--- src/rtl/ide_bus_if.sv ---
// ide_bus_if: CPU-side adapter in front of the IDE register/sector-buffer block.
//
// Decodes synchronous CPU memory cycles that fall in the 8-byte IDE window at
// IDE_BASE. Each hit becomes a single-clock select/read/write strobe with a
// 3-bit register address. The IDE read data is captured for the CPU, and the
// CPU cycle can be stretched with wait states. The block also generates a
// registered one-clock pulse at the start of every instruction fetch.
//
// Configuration macro: IDE_BUS_WAIT_EN
//   defined   - cpu_ready drops for the two clocks between strobe and capture.
//   undefined - cpu_ready is tied high. The CPU must hold cpu_memen_n low for
//               at least 4 clk per IDE access.
//
// Ports:
//   clk, resetn            system clock; asynchronous active-low reset
//   cpu_a, cpu_memen_n,    CPU address, memory-cycle and write enables,
//   cpu_we_n, cpu_iaq      and the instruction-fetch flag
//   cpu_d_i / cpu_d_o      CPU write data / captured read data
//   cpu_d_oe               cpu_d_o is selected onto the CPU read mux
//   cpu_ready              low inserts wait states
//   ide_sel, ide_rdn,      one-clock select and read/write strobes
//   ide_wrn, ide_ab        with the register address
//   ide_wdata / ide_rdata  write data to / registered read data from IDE
//   iaqas                  one-clock pulse at the start of each fetch
module ide_bus_if #(
  parameter logic [15:0] IDE_BASE = 16'hFF40
) (
  input  logic        clk,
  input  logic        resetn,
  input  logic [15:0] cpu_a,
  input  logic        cpu_memen_n,
  input  logic        cpu_we_n,
  input  logic        cpu_iaq,
  input  logic [15:0] cpu_d_i,
  output logic [15:0] cpu_d_o,
  output logic        cpu_d_oe,
  output logic        cpu_ready,
  output logic        ide_sel,
  output logic        ide_rdn,
  output logic        ide_wrn,
  output logic [2:0]  ide_ab,
  output logic [15:0] ide_wdata,
  input  logic [15:0] ide_rdata,
  output logic        iaqas
);

  localparam logic [2:0] StIdle    = 3'd0;
  localparam logic [2:0] StStrobe  = 3'd1;
  localparam logic [2:0] StWait    = 3'd2;
  localparam logic [2:0] StCapture = 3'd3;
  localparam logic [2:0] StHold    = 3'd4;

  logic [2:0]  state_q, state_d;
  logic        we_q, we_d;
  logic        sel_q, sel_d;
  logic        rdn_q, rdn_d;
  logic        wrn_q, wrn_d;
  logic [2:0]  ab_q, ab_d;
  logic [15:0] wdata_q, wdata_d;
  logic [15:0] dout_q, dout_d;
  logic        doe_q, doe_d;
  logic        memen_prev_q;
  logic        iaqas_q;
  logic        hit;

  assign hit = ~cpu_memen_n & (cpu_a[15:3] == IDE_BASE[15:3]);

  always_comb begin
    state_d = state_q;
    we_d    = we_q;
    ab_d    = ab_q;
    wdata_d = wdata_q;
    dout_d  = dout_q;
    doe_d   = doe_q;
    // Strobes default inactive so they last exactly one clock.
    sel_d   = 1'b0;
    rdn_d   = 1'b1;
    wrn_d   = 1'b1;
    case (state_q)
      StIdle: begin
        if (hit) begin
          state_d = StStrobe;
          ab_d    = cpu_a[2:0];
          we_d    = ~cpu_we_n;
          sel_d   = 1'b1;
          if (!cpu_we_n) begin
            wdata_d = cpu_d_i;
            wrn_d   = 1'b0;
          end else begin
            rdn_d = 1'b0;
          end
        end
      end
      StStrobe: state_d = StWait;
      StWait: begin
        state_d = StCapture;
        if (!we_q) begin
          dout_d = ide_rdata;
          doe_d  = 1'b1;
        end
      end
      StCapture: state_d = StHold;
      StHold: begin
        // Re-arm only after MEMEN is seen high, so one cycle gives one strobe.
        if (cpu_memen_n) begin
          state_d = StIdle;
          doe_d   = 1'b0;
        end
      end
      default: state_d = StIdle;
    endcase
  end

  always_ff @(posedge clk or negedge resetn) begin
    if (!resetn) begin
      state_q <= StIdle;
      we_q    <= 1'b0;
      sel_q   <= 1'b0;
      rdn_q   <= 1'b1;
      wrn_q   <= 1'b1;
      ab_q    <= 3'd0;
      wdata_q <= 16'h0000;
      dout_q  <= 16'h0000;
      doe_q   <= 1'b0;
    end else begin
      state_q <= state_d;
      we_q    <= we_d;
      sel_q   <= sel_d;
      rdn_q   <= rdn_d;
      wrn_q   <= wrn_d;
      ab_q    <= ab_d;
      wdata_q <= wdata_d;
      dout_q  <= dout_d;
      doe_q   <= doe_d;
    end
  end

  // Fetch-start pulse: independent of the decode, fires for any address.
  // memen_prev_q resets high so a fetch straight out of reset still pulses.
  always_ff @(posedge clk or negedge resetn) begin
    if (!resetn) begin
      memen_prev_q <= 1'b1;
      iaqas_q      <= 1'b0;
    end else begin
      memen_prev_q <= cpu_memen_n;
      iaqas_q      <= ~cpu_memen_n & cpu_iaq & memen_prev_q;
    end
  end

`ifdef IDE_BUS_WAIT_EN
  logic ready_q;

  // Low from the strobe edge until the capture edge: two wait clocks.
  always_ff @(posedge clk or negedge resetn) begin
    if (!resetn) begin
      ready_q <= 1'b1;
    end else if (state_q == StIdle && hit) begin
      ready_q <= 1'b0;
    end else if (state_q == StWait) begin
      ready_q <= 1'b1;
    end
  end

  assign cpu_ready = ready_q;
`else
  assign cpu_ready = 1'b1;
`endif

  assign ide_sel   = sel_q;
  assign ide_rdn   = rdn_q;
  assign ide_wrn   = wrn_q;
  assign ide_ab    = ab_q;
  assign ide_wdata = wdata_q;
  assign cpu_d_o   = dout_q;
  assign cpu_d_oe  = doe_q;
  assign iaqas     = iaqas_q;

endmodule

--- config.mk ---
export PLATFORM = sky130hd
export DESIGN_NAME = ide_bus_if
export DESIGN_NICKNAME = d
export VERILOG_FILES = /design/src/rtl/ide_bus_if.sv
export SDC_FILE = /design/constraint.sdc
export NUM_CORES = 1
export LEC_CHECK = 0
export BUFFER_PORTS_ARGS = -buffer_cell sky130_fd_sc_hd__buf_2
export CORE_UTILIZATION = 45
export CTS_CLUSTER_SIZE = 25
export DETAILED_ROUTE_END_ITERATION = 10
export GPL_ROUTABILITY_DRIVEN = 0
export PLACE_DENSITY_LB_ADDON = 0.12
export SLEW_MARGIN = 40
export SYNTH_ARGS = -nofsm -noshare
export SYNTH_HDL_FRONTEND = slang
export SYNTH_SLANG_ARGS = --single-unit
--- constraint.sdc ---
create_clock -name clk -period 3.88 [get_ports clk]
set_input_delay 0.388 -clock clk [delete_from_list [all_inputs] [get_ports clk]]
set_output_delay 0.388 -clock clk [all_outputs]
set_load 0.03 [all_outputs]
# == Word-level counts from Yosys, hierarchy flattened ==
# Cells that the tools add are included.
# totals
regBits,45
output_inout_bits,41
wordCells,46
# op_classes
eq_ne,8
muxes,14
n_bitwise,6
reduce_logical,7
# ops
cell,n
$pmux 3 s5,1
$eq 13x13->1 const B,1
$mux 1,10
$eq 3x2->1 const B,2
$mux 3,2
$ne 2x2->1 const B,3
$reduce_and 2->1,3
$reduce_and 3->1,2
$and 1x1->1,3
$eq 3x1->1 const B,1
$eq 3x3->1 const B,1
$logic_not 3->1,1
$not 1->1,3
$pmux 1 s2,1
$reduce_bool 2->1,1

# == Depth between registers and ports, before layout ==
# Gate-level depths: netlist of the first run.
# logic_depth
depth_word,4
mapped_depth,5
ltp_nobuf,4

# == Worst setup path before layout of the first run ==
# OpenSTA, ideal clock, no wires.
# synth_timing
path_type,input to register
from,input port cpu_a[7]
to,register wdata_q[10] (netlist: ide_wdata[10])
setup_time_ns,0.125
arrival_time_ns,1.639
required_time_ns,3.755
setup_slack_ns,2.116
cell_stages,5
path_buffers,1
cell_sequence,and4bb_2 -> nand4_2 -> nor3_4 -> buf_12 -> mux2_4
# synth_between
elab_chain_cells,3
# synth_lines
element,line_no,source
"start, declared",30,"input logic [15:0] cpu_a,"
$eq 13x13->1,66,assign hit = ~cpu_memen_n & (cpu_a[15:3] == IDE_BASE[15:3]);
$and 1x1->1,66,
$reduce_and 3->1 (no source line),--,
"end signal, assigned",132,wdata_q <= wdata_d;
"end, declared",59,"logic [15:0] wdata_q, wdata_d;"
# No other way between the ends.
# A chain may end at the register's enable or synchronous reset.

# == Worst setup path in the final report of the first run ==
# layout_timing
from,register state_q[0]
to,register wdata_q[11] (netlist: ide_wdata[11])
# layout_between
elab_chain_cells,2
# layout_lines
element,line_no,source
"start, declared",53,"logic [2:0] state_q, state_d;"
"start signal, assigned",116,state_q <= StIdle;
"start signal, assigned",126,state_q <= state_d;
$logic_not 3->1,79,case (state_q)
$reduce_and 3->1 (no source line),--,
# No other way between the ends.

==> results of run 1 <==
-- worst min path at each step --
stage,startpoint,endpoint,cells after the start
2_1_floorplan,resetn,cpu_d_o[0],0
3_3_place_gp,memen_prev_q,iaqas,2
3_5_place_dp,resetn,ide_wdata[10],1
4_1_cts,resetn,ide_wdata[10],1
5_1_grt,resetn,ide_wdata[6],1
6_report,resetn,ide_wdata[10],1
-- where the power goes --
group / total [mW] / internal [mW] / switching [mW]
Combinational: 0.119 / 0.0577 / 0.0610
Clock: 0.268 / 0.128 / 0.140
Sequential: 0.527 / 0.491 / 0.0360
-- metrics by stage --
| step | cell area, um2 | worst slack, ps | instances | total power [mW] | utilization |
|---|---|---|---|---|---|
| 3_3_place_gp | 2280 | 1631 | 251 | 0.6480 | 0.6045 |
| 6_report | 2380 | 1949 | 260 | 0.9134 | 0.6311 |
| 3_5_place_dp | 2300 | 1825 | 252 | 0.6568 | 0.6098 |
| 2_1_floorplan | 1810 | 2116 | 116 | 0.6104 | - |
| 5_1_grt | 2380 | 1846 | 260 | 0.9665 | 0.6311 |
| 4_1_cts | 2380 | 1930 | 260 | 0.9318 | 0.6311 |
-- registers in the layout, indices dropped and copies added, names as in the netlist --
signal        flops
iaqas             1
we_q              1
cpu_d_o          16
ide_ab            3
ide_rdn           1
state_q           3
cpu_d_oe          1
ide_wdata        16
ide_sel           1
memen_prev_q      1
ide_wrn           1
-- layout make-up --
cell class	count	area [um2]
multi-input cells	64	628.1
well taps	48	60.06
inverters	2	7.507
clock buffers	8	80.08
flip-flops and latches	45	1130
repair buffers	93	474.2
fillers	309	1391
-- metal layers --
| layer | part of all wire | track usage | routed length, um | vias to the layer above |
|---|---|---|---|---|
| li1 | - | - | - | 593 |
| met2 | 0.50 | 0.3067 | 1758 | 50 |
| met5 | 0 | 0 | 0 | - |
| met4 | 0.016 | 0.07337 | 57 | 0 |
| met3 | 0.079 | 0.07118 | 277 | 6 |
| met1 | 0.40 | 0.2096 | 1417 | 601 |
-- worst register-to-register path, cell delays in order (launching register included) --
cell	delay, ps
dfrtp_1	490
or3_4	450
nor3_4	330
buf_6	240
mux2_4	310
-- cell families (layout without fill, tap and decap cells) --
| kind of cell | after synthesis | count (layout) | share of synthesized area |
|---|---|---|---|
| DFF | 45 | 45 | 0.6241 |
| muxes | 35 | 35 | 0.2384 |
| and+or+nand+nor | 24 | 24 | 0.08846 |
| buffers and inverters | 7 | 103 | 0.03248 |
| AOI/OAI and AO/OA | 3 | 3 | 0.009677 |
| other | 1 | 1 | 0.002071 |
| xor gates and xnor gates | 1 | 1 | 0.004838 |
-- placed cells by master, fill, tap and decap left out, types with 3 or more instances in the layout --
cell type,instances
buf_2,91
nand2_1,5
mux2_2,25
dfstp_2,3
clkbuf_1,3
mux2_4,10
nor2_1,7
dfrtp_1,42
clkbuf_8,5
==> results.json, run 1 <==
{
  "yosys-top-cells-count": "42 x dfrtp_1, 25 x mux2_2, 10 x mux2_4, 7 x nor2_1, 5 x nand2_1",
  "dieArea_um2": 4281,
  "min_path_type": "input pin to async pin",
  "drt_iter0_markers": 70,
  "ys.flop_type": "dfrtp_1",
  "path_class": "register to register",
  "cts_resized": 0,
  "insertion_delay_ps": 290,
  "grt_max_degree": 46,
  "post_drt_via_cell_ratio": 4.808,
  "fin_crit_sh": 0.4976,
  "yosys.area.top_type": "dfrtp_1",
  "worstPathCellList": "or3_4, nor3_4, buf_6, mux2_4",
  "crit_family": "simple AND/OR/NAND/NOR gates",
  "async_reset_ff_frac": 1.000,
  "cts_max_level": 2,
  "dp_hpwl_mm": 2.689,
  "hold_ws_ps": 76.43,
  "yosysWarnings": 0,
  "rsz0062_at_grt": "false",
  "finalSetupTns_ps": 0,
  "die_x_um": 65.43,
  "cts_tree": "done",
  "setup_viol": 0,
  "cp.depth": 4,
  "antenna_found_initial": 0,
  "relSlewSlack": 0.4840,
  "row_count": 22,
  "grt_pass1_vias": 1272,
  "route.detailed.drc": 0,
  "end_kind": "register",
  "die_h_um": 65.43,
  "start_util": 0.4801,
  "finalNetCount": 264,
  "synth_edf_count": 0,
  "ioPinCount": 94,
  "io_buffers": 92,
  "p_per_area_nw_per_um2": 383.8,
  "syn2layout_area_growth_pct": 31.44,
  "yosysTopAreaCellShare": 0.5805,
  "p_leak_nw": 1.362,
  "crit_arrival_ps": 2110,
  "drv_slew": 0,
  "cp-start-kind": "register",
  "clkSinkCount": 45,
  "crit_fanout": 10,
  "fmax_ghz": 0.5180,
  "syn_area_um2": 1810,
  "cts_root_buf": "clkbuf_8",
  "ant_nets": 0,
  "vias": 1250,
  "drt_first_pass_iters": 4,
  "tightest_slew_ps": 771.5,
  "overflow": 0,
  "wire_per_inst_um": 13.50,
  "ys_seq_area_frac": 0.6240,
  "maxCapViolCount": 0,
  "syn_nets": 169,
  "reg2reg_depth": 4,
  "r2r_slack_ps": 1950,
  "hold_violations": 0,
  "finClkSkew_ps": 3.874,
  "syn-instance-count": 116,
  "cts_buffers": 5,
  "layout_min_cycle_time_ps": 1931,
  "r2r_start": "state_q[0]",
  "hold_buffers": 0,
  "synth_area_per_cell_um2": 15.61,
  "path_buf_inv": 1,
  "grt_pass1_wl_mm": 5.754,
  "max_stage_delay_ps": 490,
  "ys_ff_latch": 45,
  "status": "finished clean",
  "post_cts_buffers": 0,
  "synthTopCellsByArea": "dfrtp_1 58%, mux2_2 16%, mux2_4 8.3%",
  "cp_slowest_cell": "dfrtp_1",
  "finalWirelength_mm": 3.511,
  "synth_cell_types": 25,
  "track_usage": 0.1835,
  "coreArea_um2": 3771,
  "cts.clk_slew.worst_paths_ps": 70,
  "synth.most_common_cell": "dfrtp_1",
  "antenna_cells": 0,
  "peakVddDrop_mv": 0.2436,
  "cp-endpoint": "ide_wdata[11]",
  "worstSetupStartpoint": "state_q[0]",
  "cts_buffer_depth": 2,
  "drive_gt1_frac": 0.6651,
  "crit_required_ps": 4060,
  "r2r-end": "ide_wdata[11]"
}
Note: power is estimated with default switching activity, not from simulation.
==> run 2, diff against run 1 <==
ABC_AREA = 1   (was default)
clock period = 1.9 ns   (was 3.88 ns; I/O delays follow)
==> results.json, run 2 <==
{
  "status": "finished clean",
  "syn2layout_area_growth_pct": 33.22,
  "track_usage": 0.1933,
  "cp-endpoint": "we_q",
  "seq_power_share": 0.502,
  "synth_fa_ha_area_frac": 0,
  "worstPathCellList": "nor2_2, inv_1, nor2_4, buf_4, nand3_1, nand2_1, inv_1",
  "clkSinkCount": 45,
  "reg2reg_depth": 7,
  "drt_first_pass_iters": 4,
  "crit_family": "simple AND/OR/NAND/NOR gates",
  "start_util": 0.4685,
  "regArea_um2": 1130,
  "r2r-end": "we_q",
  "layout_commonest_cell": "nand2_1",
  "synth_area_per_cell_um2": 9.211,
  "path_class": "register to register",
  "multi_input_area_um2": 633.1,
  "synth-compound-area-share": 0.008742,
  "dieArea_um2": 4396,
  "peakVddDrop_mv": 0.3744,
  "ys_ff_latch": 45,
  "vias": 1642,
  "post_drt_via_cell_ratio": 4.705,
  "grt_max_degree": 21,
  "cp.depth": 7,
  "rsz0062_at_grt": "false",
  "cts_tree": "done",
  "clock_power_share": 0.342,
  "yosysWarnings": 0,
  "ioPinCount": 94,
  "netSwitchingFraction": 0.2723,
  "hold_buffers": 1,
  "ys_seq_area_frac": 0.6073,
  "maxCapViolCount": 0,
  "crit_required_ps": 2100,
  "layout_min_cycle_time_ps": 1460,
  "cp_slowest_cell": "dfrtp_1",
  "post_cts_buffers": 0,
  "p_per_area_nw_per_um2": 835.9,
  "ys.flop_type": "dfrtp_1",
  "yosys.area.top_type": "dfrtp_1",
  "row_count": 23,
  "synth_cell_types": 23,
  "fill_cells": 376,
  "wire_per_inst_um": 11.78,
  "finalNetCount": 351,
  "dp_hpwl_mm": 3.023,
  "yosys.area_share.simple": 0.3295,
  "cts_buffer_depth": 2,
  "setup_viol": 0,
  "overflow": 0,
  "antenna_cells": 0,
  "antenna_found_initial": 0,
  "drive_gt1_frac": 0.4013,
  "synth_mux_area_frac": 0,
  "r2r_start": "state_q[2]",
  "crit_fanout": 12,
  "grt_pass1_vias": 1350,
  "fin_area_um2": 2479,
  "p_comb_frac": 0.156,
  "drv_slew": 0,
  "finalWirelength_mm": 4.110,
  "cts_buffers": 5,
  "synth_top_family_by_area": "simple AND/OR/NAND/NOR gates",
  "finClkSkew_ps": 6.995,
  "fin_crit_sh": 0.7683,
  "synthTopCellsByArea": "dfrtp_1 56%, nand2_1 20%, nand4_1 5.4%",
  "insertion_delay_ps": 300,
  "syn_nets": 255,
  "route.detailed.drc": 0,
  "fmax_ghz": 0.6851,
  "crit_arrival_ps": 1660,
  "min_delay_path_depth": 1,
  "die_x_um": 66.30,
  "finalSetupTns_ps": 0,
  "grt_pass1_wl_mm": 6.251,
  "dpl_cell_area_um2": 2357,
  "syn_area_um2": 1861,
  "path_buf_inv": 3,
  "r2r_slack_ps": 440,
  "synth_edf_count": 0,
  "end_kind": "register",
  "min_path_type": "input pin to register",
  "syn-instance-count": 202,
  "yosys-top-cells-count": "99 x nand2_1, 42 x dfrtp_1, 16 x nand4_1, 6 x inv_1, 6 x nor2_1",
  "synth.most_common_cell": "nand2_1",
  "cts_max_level": 2,
  "p_int_mw": 1.508,
  "yosysTopAreaCellShare": 0.5649,
  "worstSetupStartpoint": "state_q[2]",
  "power_mw": 2.072,
  "ant_nets": 0,
  "hold_violations": 0,
  "p_switching_uw": 564.2,
  "coreArea_um2": 3971,
  "async_reset_ff_frac": 1.000,
  "io_buffers": 92,
  "synth_xor_area_frac": 0,
  "cp-start-kind": "register",
  "die_h_um": 66.30,
  "p_leak_nw": 1.404,
  "cts.clk_slew.worst_paths_ps": 80,
  "cts_root_buf": "clkbuf_8",
  "cts_resized": 0,
  "cpMostUsedCell": "inv_1",
  "drt_iter0_markers": 144,
  "max_stage_delay_ps": 420,
  "layout_common_cells": "99 x nand2_1, 92 x buf_2, 42 x dfrtp_1"
}
-- run 2: cell families (layout without fill, tap and decap cells) --
kind of cell / Yosys count / count (layout)
other cells: 1 / 1
buf+inv: 19 / 116
simple gates: 134 / 134
compound gates: 3 / 3
flops: 45 / 45
-- run 2: worst min path at each step --
stage | end | from | slack (ps)
3_3_place_gp | ide_wdata[8] | resetn | 150
4_1_cts | memen_prev_q | cpu_memen_n | 10
5_1_grt | memen_prev_q | cpu_memen_n | 7
3_5_place_dp | ide_wdata[8] | resetn | 160
2_1_floorplan | cpu_d_o[0] | resetn | -110
6_report | memen_prev_q | cpu_memen_n | 20
-- run 2: area by class of cell --
class / count / share of cell area
flip-flops and latches: 45 / 0.4558
multi-input cells: 138 / 0.2554
repair buffers: 97 / 0.2019
clock buffers: 6 / 0.02928
well taps: 50 / 0.02524
inverters: 11 / 0.01666
clock inverters: 2 / 0.01565
-- run 2: layer usage --
layer	part of all wire	GRT usage
met1	0.46	0.2777
met2	0.46	0.2755
met3	0.076	0.06034
met4	0.0080	0.06383
met5	0	0
-- run 2: metrics by stage --
step | util | cells | worst slack (ps) | hold slack [ps]
6_report | 0.6241 | 349 | 440.3 | 19.13
4_1_cts | 0.6241 | 349 | 421.9 | 11.45
3_5_place_dp | 0.5936 | 340 | 439.5 | 157.7
5_1_grt | 0.6241 | 349 | 321.2 | 7.031
3_3_place_gp | 0.5936 | 340 | 478.9 | 153.7
2_1_floorplan | - | 202 | 697.3 | -105.6
-- run 2: power by group through the flow --
stage | sequential, mW | combinational, mW | clock [mW]
after CTS | 1.04 | 0.328 | 0.730
final | 1.04 | 0.324 | 0.708
after floorplan | 1.07 | 0.224 | 0
after global routing | 1.05 | 0.362 | 0.778
after detailed placement | 1.06 | 0.324 | 0
after global placement | 1.06 | 0.323 | 0
-- run 2: worst register-to-register path, cell delays in order (launching register included) --
cell	delay, ps
dfrtp_1	420
nor2_2	120
inv_1	90
nor2_4	270
buf_4	220
nand3_1	100
nand2_1	90
inv_1	40
==> run 3, diff against run 2 <==
clock period = 1.5 ns   (was 1.9 ns; I/O delays follow)
==> results.json, run 3 (same netlist as run 2, synthesis figures left out) <==
{
  "finalSetupTns_ps": 0,
  "layout_common_cells": "95 x nand2_1, 91 x buf_2, 42 x dfrtp_1",
  "ant_nets": 0,
  "cts_buffer_depth": 2,
  "crit_arrival_ps": 1540,
  "status": "finished clean",
  "drive_gt1_frac": 0.4373,
  "fin_area_um2": 2651,
  "crit_required_ps": 1680,
  "grt_pass1_wl_mm": 5.975,
  "post-place-cells": 342,
  "layout_min_cycle_time_ps": 1357,
  "cts_root_buf": "clkbuf_8",
  "min_path_type": "input pin to register",
  "syn2layout_area_growth_pct": 42.50,
  "cts_buffers": 5,
  "wire_per_inst_um": 11.67,
  "cp-start-kind": "register",
  "fin_util": 0.6676,
  "hold_violations": 0,
  "drv_slew": 0,
  "io_buffers": 92,
  "grt_pass1_vias": 1370,
  "cts.clk_slew.worst_paths_ps": 80,
  "antenna_found_initial": 0,
  "layout_commonest_cell": "nand2_1",
  "finalNetCount": 363,
  "p_leak_nw": 1.499,
  "maxCapViolCount": 0,
  "row_count": 23,
  "dieArea_um2": 4396,
  "ioPinCount": 94,
  "dpl_cell_area_um2": 2385,
  "fmax_ghz": 0.7370,
  "cts_tree": "done",
  "overflow": 0,
  "finClkSkew_ps": 2.101,
  "end_kind": "register",
  "grt_max_degree": 46,
  "finalNonFillerCells": 361,
  "die_h_um": 66.30,
  "fin_crit_sh": 0.9046,
  "antenna_cells": 0,
  "coreArea_um2": 3971,
  "setup_viol": 0,
  "path_class": "register to register",
  "drt_iter0_markers": 113,
  "finalWirelength_mm": 4.213,
  "track_usage": 0.1828,
  "peakVddDrop_mv": 0.5937,
  "p_per_area_nw_per_um2": 999.5,
  "drt_first_pass_iters": 4,
  "dp_hpwl_mm": 2.841,
  "clkSinkCount": 45,
  "rsz0062_at_grt": "false",
  "cts_max_level": 2,
  "vias": 1691,
  "insertion_delay_ps": 290,
  "start_util": 0.4685,
  "post_drt_via_cell_ratio": 4.684,
  "crit_fanout": 7,
  "route.detailed.drc": 0,
  "die_x_um": 66.30
}
==> run 3: cell types whose count changed in the layout (fill, tap and decap cells not counted), moves of 2 or more <==
cell      previous run  this run
buf_4                4         9
nand2_1             99        95
clkbuf_8             5         7
nand2_2              2         4
nand2_4              0         2
nand3_4              1         3
==> run 3: what timing repair did <==
item                                    4_1_cts  5_1_grt
resized for setup                             0       12
endpoints found under the setup margin        0       19
hold buffers                                  2        0
buffers inserted                              0        6
endpoints found under the hold margin        43        0
==> run 3: metrics by stage <==
stage	setup slack (ps)	power (mW)	hold slack, ps
after floorplan	297.3	1.635	-145.6
after global placement	250.1	1.751	148.5
after detailed placement	230.9	1.758	145.3
after CTS	10.35	2.558	40.53
after global routing	0.4573	2.796	44.75
final	143.1	2.650	50.02
==> run 3: worst paths after layout <==
kind	cells after the start	to	slack [ps]	from
min in group asynchronous	3	ide_wdata[8]	350	resetn
max	7	ide_wdata[6]	140	state_q[0]
min reg2reg	2	ide_wdata[8]	470	ide_wdata[8]
max in group asynchronous	3	memen_prev_q	880	resetn
max reg2reg	7	ide_wdata[6]	140	state_q[0]
min	3	cpu_d_o[6]	50	ide_rdata[6]
==> run 3: cell type report <==
class,count,area [um2]
Tap cell,50,62.56
Clock buffer,7,96.34
Clock inverter,1,5.005
Multi-Input combinational cell,141,699.4
Fill cell,333,1320
Timing Repair Buffer,106,616.8
Inverter,11,41.29
Sequential cell,45,1130
==> run 3: worst max-delay path, stage by stage, from the launching register on <==
cell     delay (ps)
dfrtp_1         400
nor2_2          140
inv_1            90
nor2_4          210
buf_4           160
nand3_4         110
nand2_1         100
nand2_1          50
==> run 3: power breakdown <==
group          leakage (nW)  internal, mW  switching (mW)
Clock                0.0542         0.416           0.380
Combinational         0.920         0.219           0.318
Sequential            0.525          1.26          0.0522
==> run 3: metal layers <==
layer | share of wire | routed length, um | vias up | GRT usage
met2 | 0.45 | 1881 | 66 | 0.2628
li1 | - | - | 853 | -
met1 | 0.47 | 1994 | 762 | 0.2634
met5 | 0 | 0 | - | 0
met3 | 0.064 | 268 | 10 | 0.04483
met4 | 0.016 | 69 | 0 | 0.07181
